===== config.mk =====
export PLATFORM = sky130hd
export DESIGN_NAME = stream_reorder_flat
export DESIGN_NICKNAME = d
export VERILOG_FILES = /design/src/rtl/stream_reorder_pkg.sv /design/src/rtl/stream_reorder_if.sv /design/src/rtl/stream_reorder_addr_gen.sv /design/src/rtl/stream_reorder.sv /design/src/flat_wrapper.sv
export SDC_FILE = /design/constraint.sdc
export NUM_CORES = 1
export LEC_CHECK = 0
export BUFFER_PORTS_ARGS = -buffer_cell sky130_fd_sc_hd__buf_4
export CAP_MARGIN = 20
export CORE_MARGIN = 8
export CORE_UTILIZATION = 50
export CTS_BUF_LIST = sky130_fd_sc_hd__clkbuf_8
export CTS_CLUSTER_SIZE = 8
export DETAILED_ROUTE_END_ITERATION = 10
export PLACE_DENSITY = 0.65
export SYNTH_ARGS = -nofsm -noshare
export SYNTH_HDL_FRONTEND = slang
export SYNTH_HIERARCHICAL = 1
export SYNTH_SLANG_ARGS = --single-unit

===== constraint.sdc =====
create_clock -name clk -period 3.43 [get_ports clk]
set_input_delay 0.686 -clock clk [delete_from_list [all_inputs] [get_ports clk]]
set_output_delay 0.686 -clock clk [all_outputs]
set_load 0.005 [all_outputs]

===== src/rtl/stream_reorder_pkg.sv =====
// Shared types and helpers for the stream_reorder frame permuter.
// Optional feature macro: STREAM_REORDER_BITREV_EN (enables mode 2 bit-reverse).
package stream_reorder_pkg;

   localparam int MAX_LOG2N = 10;

   typedef enum logic [1:0] {
      REORDER_PASS    = 2'd0,
      REORDER_EVENODD = 2'd1,
      REORDER_BITREV  = 2'd2
   } reorder_mode_e;

   typedef enum logic {
      RD_IDLE = 1'b0,
      RD_READ = 1'b1
   } rd_state_e;

   // Reverses the low n bits of v; bits at and above n come back as zero.
   function automatic logic [MAX_LOG2N-1:0] bit_rev(input logic [MAX_LOG2N-1:0] v,
                                                    input int n);
      logic [MAX_LOG2N-1:0] r;
      r = '0;
      for (int k = 0; k < MAX_LOG2N; k++)
         if (k < n) r[k] = v[n-1-k];
      return r;
   endfunction

endpackage


===== src/rtl/stream_reorder_if.sv =====
// Sample stream bus for stream_reorder: frame input side and reordered output side.
interface stream_reorder_if #(parameter int DW = 16);
   logic          start;
   logic [1:0]    mode;
   logic          in_valid;
   logic [DW-1:0] in_data;
   logic          out_valid;
   logic          out_first;
   logic [DW-1:0] out_data;

   modport master (output start, mode, in_valid, in_data,
                   input  out_valid, out_first, out_data);
   modport slave  (input  start, mode, in_valid, in_data,
                   output out_valid, out_first, out_data);
endinterface


===== src/rtl/stream_reorder_addr_gen.sv =====
// Combinational read-address permutation for stream_reorder.
// Macro STREAM_REORDER_BITREV_EN: when undefined, mode 2 degrades to pass-through.
module reorder_addr_gen
   import stream_reorder_pkg::*;
#(
   parameter int LOG2N = 4
) (
   input  logic [1:0]       mode,
   input  logic [LOG2N-1:0] rd_idx,
   output logic [LOG2N-1:0] addr
);

   always_comb begin
      addr = rd_idx;
      case (mode)
         REORDER_EVENODD: addr = {rd_idx[LOG2N-2:0], rd_idx[LOG2N-1]};
`ifdef STREAM_REORDER_BITREV_EN
         REORDER_BITREV:  addr = LOG2N'(bit_rev(MAX_LOG2N'(rd_idx), LOG2N));
`endif
         default:         addr = rd_idx;
      endcase
   end

endmodule


===== src/rtl/stream_reorder.sv =====
// Ping-pong frame buffer emitting each completed frame in a per-frame permuted order.
// Bit-reverse mode is present only with STREAM_REORDER_BITREV_EN defined.
module stream_reorder
   import stream_reorder_pkg::*;
#(
   parameter int DW    = 16,
   parameter int LOG2N = 4
) (
   input  logic             clk,
   input  logic             reset_n,
   stream_reorder_if.slave  bus
);

   localparam int               N    = 1 << LOG2N;
   localparam logic [LOG2N-1:0] LAST = LOG2N'(N - 1);

   logic [DW-1:0]    mem [2*N];
   logic [LOG2N-1:0] wr_idx, wr_addr, rd_idx, rd_addr;
   logic             wr_bank, rd_bank;
   logic [1:0]       frame_mode, rd_mode;
   logic             complete;
   rd_state_e        state;
   logic             out_valid_q, out_first_q;
   logic [DW-1:0]    out_data_q;

   // A start with a sample makes that sample index 0 of the new frame.
   assign wr_addr  = bus.start ? '0 : wr_idx;
   assign complete = bus.in_valid && !bus.start && (wr_idx == LAST);

   always_ff @(posedge clk)
      if (bus.in_valid) mem[{wr_bank, wr_addr}] <= bus.in_data;

   always_ff @(posedge clk or negedge reset_n) begin
      if (!reset_n) begin
         wr_idx     <= '0;
         wr_bank    <= 1'b0;
         frame_mode <= '0;
      end else begin
         if (bus.in_valid && wr_addr == '0) frame_mode <= bus.mode;
         if (bus.start)
            wr_idx <= bus.in_valid ? LOG2N'(1) : '0;
         else if (bus.in_valid)
            wr_idx <= wr_idx + LOG2N'(1);
         if (complete) wr_bank <= ~wr_bank;
      end
   end

   reorder_addr_gen #(.LOG2N(LOG2N)) u_addr_gen (
      .mode   (rd_mode),
      .rd_idx (rd_idx),
      .addr   (rd_addr)
   );

   // Readout FSM with registered outputs; a completion at rd_idx = N-1 chains frames gaplessly.
   always_ff @(posedge clk or negedge reset_n) begin
      if (!reset_n) begin
         state       <= RD_IDLE;
         rd_idx      <= '0;
         rd_bank     <= 1'b0;
         rd_mode     <= '0;
         out_valid_q <= 1'b0;
         out_first_q <= 1'b0;
         out_data_q  <= '0;
      end else if (bus.start) begin
         state       <= RD_IDLE;
         rd_idx      <= '0;
         out_valid_q <= 1'b0;
         out_first_q <= 1'b0;
      end else begin
         case (state)
            RD_IDLE: begin
               out_valid_q <= 1'b0;
               out_first_q <= 1'b0;
               if (complete) begin
                  state   <= RD_READ;
                  rd_idx  <= '0;
                  rd_bank <= wr_bank;
                  rd_mode <= frame_mode;
               end
            end
            RD_READ: begin
               out_data_q  <= mem[{rd_bank, rd_addr}];
               out_valid_q <= 1'b1;
               out_first_q <= (rd_idx == '0);
               if (rd_idx == LAST) begin
                  rd_idx <= '0;
                  if (complete) begin
                     rd_bank <= wr_bank;
                     rd_mode <= frame_mode;
                  end else begin
                     state <= RD_IDLE;
                  end
               end else begin
                  rd_idx <= rd_idx + LOG2N'(1);
               end
            end
            default: state <= RD_IDLE;
         endcase
      end
   end

   assign bus.out_valid = out_valid_q;
   assign bus.out_first = out_first_q;
   assign bus.out_data  = out_data_q;

endmodule


===== src/flat_wrapper.sv =====
// flat-port wrapper written by rule: the top's interface ports become plain ports
module stream_reorder_flat import stream_reorder_pkg::*;
#(
   parameter int DW    = 16,
   parameter int LOG2N = 4
)
  (clk, reset_n, bus_start, bus_mode, bus_in_valid, bus_in_data, bus_out_valid, bus_out_first, bus_out_data);
  stream_reorder_if #(.DW(DW)) bus_i ();
  input  logic clk;
  input  logic reset_n;
  input wire logic [$bits(bus_i.start)-1:0] bus_start;
  input wire logic [$bits(bus_i.mode)-1:0] bus_mode;
  input wire logic [$bits(bus_i.in_valid)-1:0] bus_in_valid;
  input wire logic [$bits(bus_i.in_data)-1:0] bus_in_data;
  output wire logic [$bits(bus_i.out_valid)-1:0] bus_out_valid;
  output wire logic [$bits(bus_i.out_first)-1:0] bus_out_first;
  output wire logic [$bits(bus_i.out_data)-1:0] bus_out_data;
  assign bus_i.start = bus_start;
  assign bus_i.mode = bus_mode;
  assign bus_i.in_valid = bus_in_valid;
  assign bus_i.in_data = bus_in_data;
  assign bus_out_valid = bus_i.out_valid;
  assign bus_out_first = bus_i.out_first;
  assign bus_out_data = bus_i.out_data;
  stream_reorder #(.DW(DW), .LOG2N(LOG2N)) u_core (.clk(clk), .reset_n(reset_n), .bus(bus_i));
endmodule

## After elaboration in Yosys (flattened, before gate mapping)

Memory sizes are Yosys's and may differ from the RTL's. A register that Yosys moved wholly into a read port is not among the register bits.
Index checks and enable logic that the tools add are counted.

- Reduce and logical (&&, ||, !) cells: 10
- Bitwise gates (word level): 3
- $add $sub $neg: 2
- Equal/unequal tests: 5
- Multiplexer cells: 25

Operators with widths:

| operator | number |
|---|---|
| 2-to-1 mux 4 bit | 7 |
| 2-to-1 mux 1 bit | 10 |
| adder 4 x 1 -> 4 bit, second input constant | 2 |
| == test 4 bit, second input constant | 2 |
| zero test 4 bit | 2 |
| case mux 1 bit (2 select lines) | 4 |
| case mux 4 bit (2 select lines) | 1 |
| 2-to-1 mux 2 bit | 2 |
| case mux 2 bit (2 select lines) | 1 |
| AND reduction 2 bit | 2 |
| logical AND 1 bit | 3 |
| inequality test 3 x 2 -> 1 bit, second input constant | 1 |
| inverter 1 bit | 3 |
| == test 2 x 1 -> 1 bit, second input constant | 1 |
| zero test 1 bit | 2 |
| inequality test 2 bit, second input constant | 1 |
| nonzero test 2 bit | 1 |

- Logic and storage cells: 55
- Output and inout port bits: 18
- Memory bits (writable): 512
- Register bits: 17
- Bits of input ports: 22
- Memories: 1

Memory list:

| name | words | bits a word | rd ports | clocked after memory_dff | wr ports | RTL line | source |
|---|---|---|---|---|---|---|---|
| u_core.mem | 32 | 16 | 1 | 1 | 1 | stream_reorder.sv:17 | `logic [DW-1:0] mem [2*N];` |

## Depth between registers and ports, before layout

Gate-level depths: netlist of the first run.

- Depth in word-level cells: 7
- Depth in mapped cells: 10
- Depth with buffers taken out: 7

## By module

Netlist of the first run, hierarchy kept.

By module, submodules not included:

| module | times used | area each (sq um) | cells each |
|---|---|---|---|
| stream_reorder | 1 | 21545.7 | 1186 |
| reorder_addr_gen | 1 | 83.8 | 6 |

## Worst setup path after synthesis of the first run

OpenSTA, ideal clock, no wires.

- Path kind: in2reg
- Start point: input port bus_in_valid
- End point: memory u_core.mem[25][0] (enable)
- Arrival: 2.138 ns
- Stages on the path: 4
- Path slack: 0.904 ns
- Required time: 3.042 ns
- Buffers on the path: 1
- Cells stage by stage: clkbuf_1 -> nor2b_1 -> nand3b_1 -> nor2_1

- Cells in the longest elaborated chain, start to end: 2

RTL lines:

| what | RTL line | source |
|---|---|---|
| start: declaration | flat_wrapper.sv:13 | `input wire logic [$bits(bus_i.in_valid)-1:0] bus_in_valid;` |
| 2-to-1 mux 1 bit | stream_reorder.sv:31 | `if (bus.in_valid) mem[{wr_bank, wr_addr}] <= bus.in_data;` |
| 2-to-1 mux 1 bit (not written as such) | stream_reorder.sv:31 |  |
| end: declaration | stream_reorder.sv:17 |  |

No other way between the ends.

## Worst setup path in the final report of the first run

- Start point: register u_core.rd_mode[0]
- End point: register u_core.out_data_q[8], in the netlist u_core/bus.out_data[8] (read register of u_core.mem)

- Cells in the longest elaborated chain, start to end: 2

RTL lines:

| what | RTL line | source |
|---|---|---|
| start: declaration | stream_reorder.sv:20 | `logic [1:0] frame_mode, rd_mode;` |
| start signal: assignment | stream_reorder.sv:78 | `rd_mode <= frame_mode;` |
| start signal: assignment | stream_reorder.sv:89 | `rd_mode <= frame_mode;` |
| == test 2 x 1 -> 1 bit | stream_reorder_addr_gen.sv:15 | `case (mode)` |
| 2-to-1 mux 4 bit | stream_reorder_addr_gen.sv:15 |  |
| via u_core.rd_addr[1] | stream_reorder.sv:18 | `logic [LOG2N-1:0] wr_idx, wr_addr, rd_idx, rd_addr;` |
| end: declaration | stream_reorder.sv:24 | `logic [DW-1:0] out_data_q;` |

The timed path passes the listed nets, and every way through them passes these cells.
A chain may end at the register's enable or synchronous reset.

==> qor.csv, run 1 <==
metric,value,unit
ctsHtreeMaxLevel,3,
grt_pass1_wl,71.82,mm
gp_congestion,0.8033,
dr.pass1.iters,5,
rsz0062_at_grt,no,
finalSetupViolCount,0,
synth_edf_count,512,
die_y,224.0,µm
synth-seq-area-share,74.90,%
cpMaxStageDelayCell,nor2b_4,
critPathMaxFanout,19,
clock_latency,0.64,ns
area_delta_synth_final,12.76,%
synth-seq-cells,545,
num_rows,76,
reg2reg_slack,0.52,ns
synth_top_cell_by_area,edfxtp_1,
irDropWorstVdd,0.0002268,V
fin_worst_skew,0.02813,ns
core,0.04289,mm²
grt.total_usage,19.12,%
stdcell_count,1971,
ios,40,
timing.max_cap.violations,0,
drtIter0Drc,936,
port_buffers,39,
route.detailed.drc,0,
avgSynthCellArea,18.15,µm²
worst-path-stages,8,
die_x,224.0,µm
grt_max_degree,37,
die-area,0.05017,mm²
hold_violations,0,
synthCells,1192,
synth_fp_nets,1217,
synthFlopType,edfxtp_1,
yosys_warnings,6,
slew_viol_final,0,
hold_depth,2,
nNetsFinal,1344,
grt_remaining_overflow,0,
syn-cell-area,0.02163,mm²
multiInputGateArea,0.004950,mm²
period_minus_slack,2.907,ns
cts_tree,yes,
vias,11227,
setup-tns-final,0,ns
cp-start-kind,register,
end_kind,register,
synthArstFlopShare,6.055,%
clock_sinks,545,
fin_crit_sh,84.76,%
hold_path_class,in -> reg,
leakage,7.808,nW
initial_core_util,50.43,%
whs,0.2846,ns
cpLargestDelayFamily,simple AND/OR/NAND/NOR gates,
utilization,56.87,%
antenna_found_initial,0,
crit_required,3.92,ns
p_total,0.01249,W
path_clk_slew,0.06,ns
worst_pin_slew,1.046,ns
slew_headroom,30.28,%
synth_cell_type_count,46,
fmax,0.3440,GHz
wl_per_cell,24.35,µm
crit_type,reg -> reg,
fill_cells,3300,
seqCellArea,0.01620,mm²
cp_cell_sequence,nor2b_4 > mux2_1 > nor2b_4 > buf_4 > buf_4 > a221oi_1 > o22ai_1 > o41ai_2,
grt_pass1_vias,11481,
synth_top_area_share,71.08,%
critPathArrivalTime,3.40,ns
dpl.cell_count,1813,
wl,48.00,mm
drive_gt1_share,18.40,%
outcome,"finished, final reports clean",
place_hpwl,28.90,mm
power_density,512.0,mW/mm²
viasPerCell,5.696,
cts-buffers-inserted,87,
ant_nets,0,
rr_worst_depth,8,
synth_area_leaders,"edfxtp_1, mux2i_1, dfrtp_1",
clock_path_buffers,3,
path_buf_inv,2,
slowest_delay,0.58,ns
n_antenna_cell,0,
cts-root-buf,clkbuf_8,
-- sequential cells by signal, indices dropped and copies added (netlist names) --
register,flops
u_core/bus.out_valid,1
u_core/rd_mode,2
u_core/wr_idx,4
u_core/state,1
u_core/mem,512
u_core/bus.out_first,1
u_core/frame_mode,2
u_core/rd_bank,1
u_core/wr_bank,1
u_core/rd_idx,4
u_core/bus.out_data,16
-- Yosys cell counts, types with 5 or more instances --
cell,number
a221oi_2,10
a22o_1,33
nand2_1,28
nor2_1,40
buf_4,12
mux2_2,5
buf_2,11
buf_6,9
mux2i_1,257
buf_1,13
nand2b_1,7
buf_12,7
dfrtp_1,33
a21oi_1,33
o41ai_2,16
edfxtp_1,512
nor2b_1,5
o22ai_1,16
a22oi_1,64
clkbuf_1,18
a221oi_1,22
-- area by class of cell --
cell class	count	share of cell area, %
inverters	3	0.04617
flip-flops and latches	545	66.43
clock buffers	91	5.135
well taps	585	3.001
multi-input cells	572	20.30
repair buffers	110	3.920
clock inverters	65	1.175
-- through the flow --
stage	setup WS (ns)	instance area (µm²)
after CTS	0.5265	24370
final	0.5228	24390
after global routing	0.4026	24390
after detailed placement	0.5427	22820
after global placement	0.5822	22810
after floorplan	0.9040	21630
-- final timing paths --
path / startpoint / endpoint
max: u_core/rd_mode[0]$_DFFE_PN0P_ / u_core/bus.out_data[8]$_DFFE_PN0P_
min: bus_mode[1] / u_core/frame_mode[1]$_DFFE_PN0P_
max reg2reg: u_core/rd_mode[0]$_DFFE_PN0P_ / u_core/bus.out_data[8]$_DFFE_PN0P_
min reg2reg: u_core/bus.out_data[2]$_DFFE_PN0P_ / u_core/bus.out_data[2]$_DFFE_PN0P_
max in group asynchronous: reset_n / u_core/bus.out_data[11]$_DFFE_PN0P_
min in group asynchronous: reset_n / u_core/rd_idx[2]$_DFFE_PN0P_
-- logic make-up (layout without fill, tap and decap cells) --
| kind of cell | Yosys count | in the layout | share of synthesized area (%) |
|---|---|---|---|
| XOR/XNOR | 4 | 4 | 0.1620 |
| AND/OR/NAND/NOR | 98 | 98 | 2.123 |
| adder cells (fa/ha/maj) | 3 | 3 | 0.1736 |
| AO/OA/AOI/OAI | 201 | 201 | 7.757 |
| buffers and inverters | 75 | 269 | 2.470 |
| multiplexers | 266 | 266 | 12.41 |
| flip-flops | 545 | 545 | 74.90 |
-- placed cells by master (no fill, tap or decap), types with 3 or more instances in the layout --
master,synthesis,layout
nand3_1,4,4
clkinvlp_4,0,4
buf_4,12,98
a221oi_2,10,10
o41ai_2,16,16
nor2b_1,5,3
a22o_1,33,33
inv_1,3,49
nor2_1,40,32
edfxtp_1,512,512
buf_12,7,9
nand2_1,28,28
o22ai_1,16,16
nand2b_1,7,6
clkinv_1,0,13
a22oi_1,64,64
o21ai_0,4,4
a21oi_1,33,33
ha_1,3,3
clkbuf_8,0,91
dfrtp_1,33,33
mux2_2,5,5
nor2b_4,1,3
a221oi_1,22,22
nor2_2,1,8
mux2i_1,257,257
-- routing by layer --
layer  vias to the layer above  share of wire [%]  global-route usage (%)
met1                      5802                 44                   25.44
met4                         0                2.4                   6.946
met3                        69                4.7                   3.296
li1                       5059                  -                       -
met2                       297                 49                   31.47
met5                         -                  0                       0
-- worst register-to-register path, stage by stage (launching register included) --
cell and delay (ns):
dfrtp_1 0.40, nor2b_4 0.19, mux2_1 0.45, nor2b_4 0.58
buf_4 0.39, buf_4 0.20, a221oi_1 0.10, o22ai_1 0.32
o41ai_2 0.14
-- repair_timing --
| item | CTS | global route |
|---|---|---|
| endpoints found under the hold margin | 32 | 0 |
| setup buffers | 0 | 0 |
| hold buffers | 1 | 0 |
| setup endpoints to repair | 0 | 0 |
| gates resized for setup | 0 | 0 |
-- power by group --
part	internal, W	leakage, nW	total (W)	switching [W]
Sequential	0.00732	5.07	0.00734	0.0000193
Combinational	0.0000634	1.80	0.000236	0.000172
Clock	0.00251	0.938	0.00491	0.00240
Note: power is estimated with default switching activity, not from simulation.
==> inputs of run 2 (changes only) <==
clock period = 2.82 ns   (was 3.43 ns; I/O delays follow)
==> run 2 against run 1 <==
Against the previous run:
- cell count is 1.3% higher
- worst setup slack worse by 0.41 ns
- via count is 2.3% higher
- combinational power is 28% higher
- global-route usage is 0.86 points higher
- first-iteration DRC count is 15% lower
- total power is 20% higher
- sequential share of layout area is 0.67 points lower
==> qor.csv, run 2 (synthesis gave the netlist of run 1 again) <==
metric,value,unit,change
largest_reg_flops,512,,unchanged
drtIter0Drc,792,,was 936
vias,11489,,was 11227
wl_per_cell,25.17,µm,was 24.35 µm
clock_path_buffers,3,,unchanged
timing.max_cap.violations,0,,unchanged
core,0.04289,mm²,unchanged
ios,40,,unchanged
critPathArrivalTime,3.19,ns,was 3.40 ns
end_kind,register,,unchanged
whs,0.1753,ns,was 0.2846 ns
nNetsFinal,1375,,was 1344
critPathMaxFanout,18,,was 19
period_minus_slack,2.703,ns,was 2.907 ns
rr_endpoint,u_core/bus.out_data[3]$_DFFE_PN0P_,,was u_core/bus.out_data[8]$_DFFE_PN0P_
crit_type,reg -> reg,,unchanged
regToRegStartpoint,u_core/rd_mode[1]$_DFFE_PN0P_,,was u_core/rd_mode[0]$_DFFE_PN0P_
cpMaxStageDelayCell,mux2_8,,was nor2b_4
hold_violations,0,,unchanged
cp-start-kind,register,,unchanged
antenna_found_initial,0,,unchanged
hold_path_class,in -> reg,,unchanged
crit_start,u_core/rd_mode[1]$_DFFE_PN0P_,,was u_core/rd_mode[0]$_DFFE_PN0P_
port_buffers,39,,unchanged
rr_worst_depth,9,,was 8
slowest_delay,0.43,ns,was 0.58 ns
fin_crit_sh,95.86,%,was 84.76%
initial_core_util,50.43,%,unchanged
grt_pass1_vias,11861,,was 11481
clock_sinks,545,,unchanged
seqCellArea,0.01620,mm²,unchanged
hold_depth,2,,unchanged
reg2reg_slack,0.12,ns,was 0.52 ns
clock_latency,0.62,ns,was 0.64 ns
post-cts-setup-buffer-count,0,,unchanged
grt_pass1_wl,74.49,mm,was 71.82 mm
cts-root-buf,clkbuf_8,,unchanged
fill_cells,3276,,was 3300
wl,50.24,mm,was 48.00 mm
rsz0062_at_grt,no,,unchanged
hp-start,bus_in_valid,,was bus_mode[1]
fmax,0.3699,GHz,was 0.3440 GHz
die-area,0.05017,mm²,unchanged
hold_end,u_core/wr_idx[0]$_DFFE_PN0P_,,was u_core/frame_mode[1]$_DFFE_PN0P_
power_density,608.8,mW/mm²,was 512.0 mW/mm²
dpl_cell_area,0.02316,mm²,was 0.02282 mm²
mostFrequentLayoutCells,"edfxtp_1, mux2i_1, buf_4",,unchanged
leakage,7.975,nW,was 7.808 nW
slew_viol_final,0,,unchanged
area_delta_synth_final,13.91,%,was 12.76%
grt_max_degree,38,,was 37
irDropWorstVdd,0.0003828,V,was 0.0002268 V
drive_gt1_share,20.13,%,was 18.40%
layout_commonest_cell,edfxtp_1,,unchanged
setup-tns-final,0,ns,unchanged
utilization,57.45,%,was 56.87%
dr.pass1.iters,5,,unchanged
die_y,224.0,µm,unchanged
cts-buffers-inserted,86,,was 87
fin_worst_skew,0.03412,ns,was 0.02813 ns
gp_congestion,0.7718,,was 0.8033
cp_cell_sequence,nand2b_4 > mux2_8 > buf_12 > buf_12 > buf_4 > mux2i_1 > a22oi_1 > a21oi_1 > o41ai_2,,was nor2b_4 > mux2_1 > nor2b_4 > buf_4 > buf_4 > a221oi_1 > o22ai_1 > o41ai_2
final_area,0.02464,mm²,was 0.02439 mm²
n_antenna_cell,0,,unchanged
place_hpwl,30.31,mm,was 28.90 mm
finalSetupViolCount,0,,unchanged
cts_tree,yes,,unchanged
grt.total_usage,19.98,%,was 19.12%
cpLargestDelayFamily,compound AO/OA/AOI/OAI gates,,was simple AND/OR/NAND/NOR gates
timing.critical_path.mode_cell,buf_12,,
slew_headroom,46.99,%,was 30.28%
route.detailed.drc,0,,unchanged
grt_remaining_overflow,0,,unchanged
path_clk_slew,0.06,ns,about the same
worst_pin_slew,0.7951,ns,was 1.046 ns
p_total,0.01500,W,was 0.01249 W
ant_nets,0,,unchanged
viasPerCell,5.756,,was 5.696
path_buf_inv,3,,was 2
outcome,"finished, final reports clean",,unchanged
die_x,224.0,µm,unchanged
regMostFlops,u_core/mem,,unchanged
num_rows,76,,unchanged
ctsHtreeMaxLevel,3,,unchanged
crit_required,3.30,ns,was 3.92 ns
multiInputGateArea,0.004956,mm²,was 0.004950 mm²
run 2: changes by cell type in the layout (fill, tap and decap cells not counted), moves of 2 or more:
| cell | before | now |
|---|---|---|
| buf_4 | 98 | 124 |
| buf_12 | 9 | 17 |
| clkinvlp_4 | 4 | 1 |
| buf_8 | 2 | 0 |
| clkbuf_8 | 91 | 89 |
| clkinv_1 | 13 | 11 |
| clkinv_2 | 1 | 3 |
run 2: worst max path at each step:
| stage | to | slack [ns] | cells after the start |
|---|---|---|---|
| global placement | u_core/bus.out_data[8]$_DFFE_PN0P_ | 0.08 | 9 |
| floorplan | u_core/mem[25][0]$_DFFE_PP_ | 0.42 | 4 |
| finish | u_core/bus.out_data[3]$_DFFE_PN0P_ | 0.12 | 9 |
| global route | u_core/bus.out_data[13]$_DFFE_PN0P_ | 0.03 | 9 |
| CTS | u_core/bus.out_data[8]$_DFFE_PN0P_ | 0.05 | 9 |
| detailed placement | u_core/bus.out_data[8]$_DFFE_PN0P_ | 0.07 | 9 |
run 2: metal layers:
layer	track usage, %	vias up	wire, µm
li1	-	5121	-
met1	26.61	5911	21480
met2	32.61	380	24160
met3	3.217	77	2993
met4	8.156	0	1613
met5	0	-	0
run 2: cell type report:
| class | count | share of cell area, % |
|---|---|---|
| timing repair buffer | 142 | 5.200 |
| clock buffer | 89 | 4.972 |
| sequential | 545 | 65.75 |
| multi-input combinational | 572 | 20.11 |
| inverter | 3 | 0.04570 |
| tap | 585 | 2.971 |
| clock inverter | 60 | 0.9445 |
run 2: power breakdown:
group | total (W) | internal, W | switching [W] | leakage, nW
Sequential | 0.00893 | 0.00891 | 0.0000210 | 5.07
Clock | 0.00577 | 0.00289 | 0.00288 | 0.909
Combinational | 0.000301 | 0.0000798 | 0.000221 | 2.00
Total | 0.0150 | 0.0119 | 0.00312 | 7.97
run 2: timing repair:
action                     4_1_cts  5_1_grt
setup endpoints to repair        0        1
hold buffers                     1        0
gates resized for setup          0        1
hold endpoints to repair        33        0
run 2: per-stage QoR:
step	instances	worst slack (ns)
4_1_cts	1996	0.05115
5_1_grt	1996	0.03122
3_5_place_dp	1846	0.06592
2_1_floorplan	1192	0.4160
3_3_place_gp	1846	0.07878
6_report	1996	0.1168
run 2: worst register-to-register path, stage by stage, from the launching register on:
cell and delay (ns):
dfrtp_1 0.42, nand2b_4 0.18, mux2_8 0.43, buf_12 0.21, buf_12 0.18, buf_4 0.24, mux2i_1 0.25, a22oi_1 0.11
a21oi_1 0.43, o41ai_2 0.13
==> inputs of run 3 (changes only) <==
clock period = 3.3 ns   (was 2.82 ns; I/O delays follow)
==> run 3 against run 2 <==
Against the previous run:
- via count shrank 0.65%
- clock skew shrank 0.0031 ns
- cell count shrank 1.2%
- sequential power shrank 15%
- total power shrank 13%
- sequential share of layout area grew 0.63 points
- clock power shrank 11%
- critical path depth shrank 1
==> qor.csv, run 3 (synthesis gave the netlist of run 1 again) <==
metric,value,unit,change
rr_worst_depth,8,,was 9
wl_per_cell,25.25,µm,was 25.17 µm
post-cts-setup-buffer-count,0,,unchanged
reg2reg_slack,0.42,ns,was 0.12 ns
grt_remaining_overflow,0,,unchanged
hold_depth,2,,unchanged
cell_internal_pwr,0.01034,W,was 0.01188 W
n_antenna_cell,0,,unchanged
drtIter0Drc,881,,was 792
layout_commonest_cell,edfxtp_1,,unchanged
power_density,533.2,mW/mm²,was 608.8 mW/mm²
largest_reg_flops,512,,unchanged
setup-tns-final,0,ns,unchanged
die_y,224.0,µm,unchanged
period_minus_slack,2.880,ns,was 2.703 ns
hold_violations,0,,unchanged
slew_headroom,36.53,%,was 46.99%
cts-buffers-inserted,87,,was 86
die_x,224.0,µm,unchanged
die-area,0.05017,mm²,unchanged
drive_gt1_share,18.96,%,was 20.13%
place_ws,0.4302,ns,was 0.06592 ns
critPathMaxFanout,18,,unchanged
place_hpwl,30.09,mm,was 30.31 mm
antenna_found_initial,0,,unchanged
whs,0.2677,ns,was 0.1753 ns
clock_sinks,545,,unchanged
finalSetupViolCount,0,,unchanged
wl,49.79,mm,was 50.24 mm
core,0.04289,mm²,unchanged
mostFrequentLayoutCells,"edfxtp_1, mux2i_1, buf_4",,unchanged
path_clk_slew,0.06,ns,about the same
critPathArrivalTime,3.40,ns,was 3.19 ns
gp_congestion,0.7851,,was 0.7718
p_total,0.01301,W,was 0.01500 W
nNetsFinal,1349,,was 1375
viasPerCell,5.788,,was 5.756
ant_nets,0,,unchanged
switching_share,20.58,%,was 20.80%
p_switching,0.002677,W,was 0.003120 W
clock_path_buffers,3,,unchanged
fin_worst_skew,0.03101,ns,was 0.03412 ns
clock_latency,0.63,ns,was 0.62 ns
ios,40,,unchanged
route.detailed.drc,0,,unchanged
num_rows,76,,unchanged
regMostFlops,u_core/mem,,unchanged
crit_type,reg -> reg,,unchanged
setup_ws,0.4202,ns,was 0.1168 ns
cts-root-buf,clkbuf_8,,unchanged
port_buffers,39,,unchanged
worst_pin_slew,0.9520,ns,was 0.7951 ns
leakage,7.814,nW,was 7.975 nW
grt_max_degree,65,,was 38
vias,11414,,was 11489
clkPwrFrac,39.4,%,was 38.5%
cp-start-kind,register,,unchanged
grt_pass1_wl,74.07,mm,was 74.49 mm
dr.pass1.iters,5,,unchanged
area_delta_synth_final,12.82,%,was 13.91%
rsz0062_at_grt,no,,unchanged
regToRegStartpoint,u_core/rd_mode[0]$_DFFE_PN0P_,,was u_core/rd_mode[1]$_DFFE_PN0P_
crit_required,3.82,ns,was 3.30 ns
end_kind,register,,unchanged
hold_path_class,in -> reg,,unchanged
fmax,0.3473,GHz,was 0.3699 GHz
timing.max_cap.violations,0,,unchanged
fin_crit_sh,87.27,%,was 95.86%
rr_endpoint,u_core/bus.out_data[14]$_DFFE_PN0P_,,was u_core/bus.out_data[3]$_DFFE_PN0P_
hold_end,u_core/frame_mode[0]$_DFFE_PN0P_,,was u_core/wr_idx[0]$_DFFE_PN0P_
cts_tree,yes,,unchanged
initial_core_util,50.43,%,unchanged
grt.total_usage,19.79,%,was 19.98%
grt_pass1_vias,11734,,was 11861
seq_power_share,58.6,%,was 59.5%
ctsHtreeMaxLevel,3,,unchanged
comb_power_share,1.9,%,was 2.0%
hp-start,bus_mode[0],,was bus_in_valid
outcome,"finished, final reports clean",,unchanged
irDropWorstVdd,0.0002838,V,was 0.0003828 V
slew_viol_final,0,,unchanged
run 3: power groups by stage:
stage	Sequential (W)	Clock [W]	Combinational [W]
finish	0.00763	0.00513	0.000254
global route	0.00763	0.00554	0.000277
CTS	0.00763	0.00525	0.000259
detailed placement	0.00777	0	0.000258
global placement	0.00777	0	0.000248
floorplan	0.00777	0	0.0000862
run 3: how the worst max path moves through the flow:
stage,from,endpoint,cells after the start
after CTS,u_core/rd_mode[0]$_DFFE_PN0P_,u_core/bus.out_data[14]$_DFFE_PN0P_,8
after detailed placement,u_core/rd_mode[0]$_DFFE_PN0P_,u_core/bus.out_data[14]$_DFFE_PN0P_,8
final,u_core/rd_mode[0]$_DFFE_PN0P_,u_core/bus.out_data[14]$_DFFE_PN0P_,8
after global routing,u_core/rd_mode[0]$_DFFE_PN0P_,u_core/bus.out_data[14]$_DFFE_PN0P_,8
after global placement,u_core/rd_mode[0]$_DFFE_PN0P_,u_core/bus.out_data[1]$_DFFE_PN0P_,8
after floorplan,bus_in_valid,u_core/mem[25][0]$_DFFE_PP_,4
run 3: repair_timing:
item / 4_1_cts / 5_1_grt
hold endpoints to repair: 18 / 0
resized for setup: 0 / 0
hold buffers: 1 / 0
setup endpoints to repair: 0 / 0
run 3: metrics by stage:
step	instance area [µm²]	utilization, %	cells
after global routing	24400	56.90	1972
after floorplan	21630	-	1192
after global placement	22820	53.22	1817
final	24400	56.90	1972
after CTS	24390	56.87	1971
after detailed placement	22840	53.25	1818
run 3: area by class of cell:
class / instances / area (µm²)
Inverter: 3 / 11.26
Multi-Input combinational cell: 572 / 4950
Tap cell: 585 / 732.0
Clock inverter: 59 / 261.5
Timing Repair Buffer: 115 / 968.4
Sequential cell: 545 / 16200
Fill cell: 3276 / 18480
Clock buffer: 93 / 1280
run 3: worst max-delay path, cell delays in order, from the launching register on:
cell and delay (ns):
dfrtp_1 0.42, nor2b_4 0.20, mux2_1 0.44, and2_2 0.41, buf_4 0.31, a22o_1 0.21, a221oi_1 0.21, o22ai_1 0.17
o41ai_2 0.38
run 3: layer usage:
layer	vias up	track usage [%]	part of all wire [%]
li1	5074	-	-
met3	91	3.257	5.8
met4	0	7.816	3.1
met1	5865	26.43	43
met5	-	0	0
met2	384	32.27	49
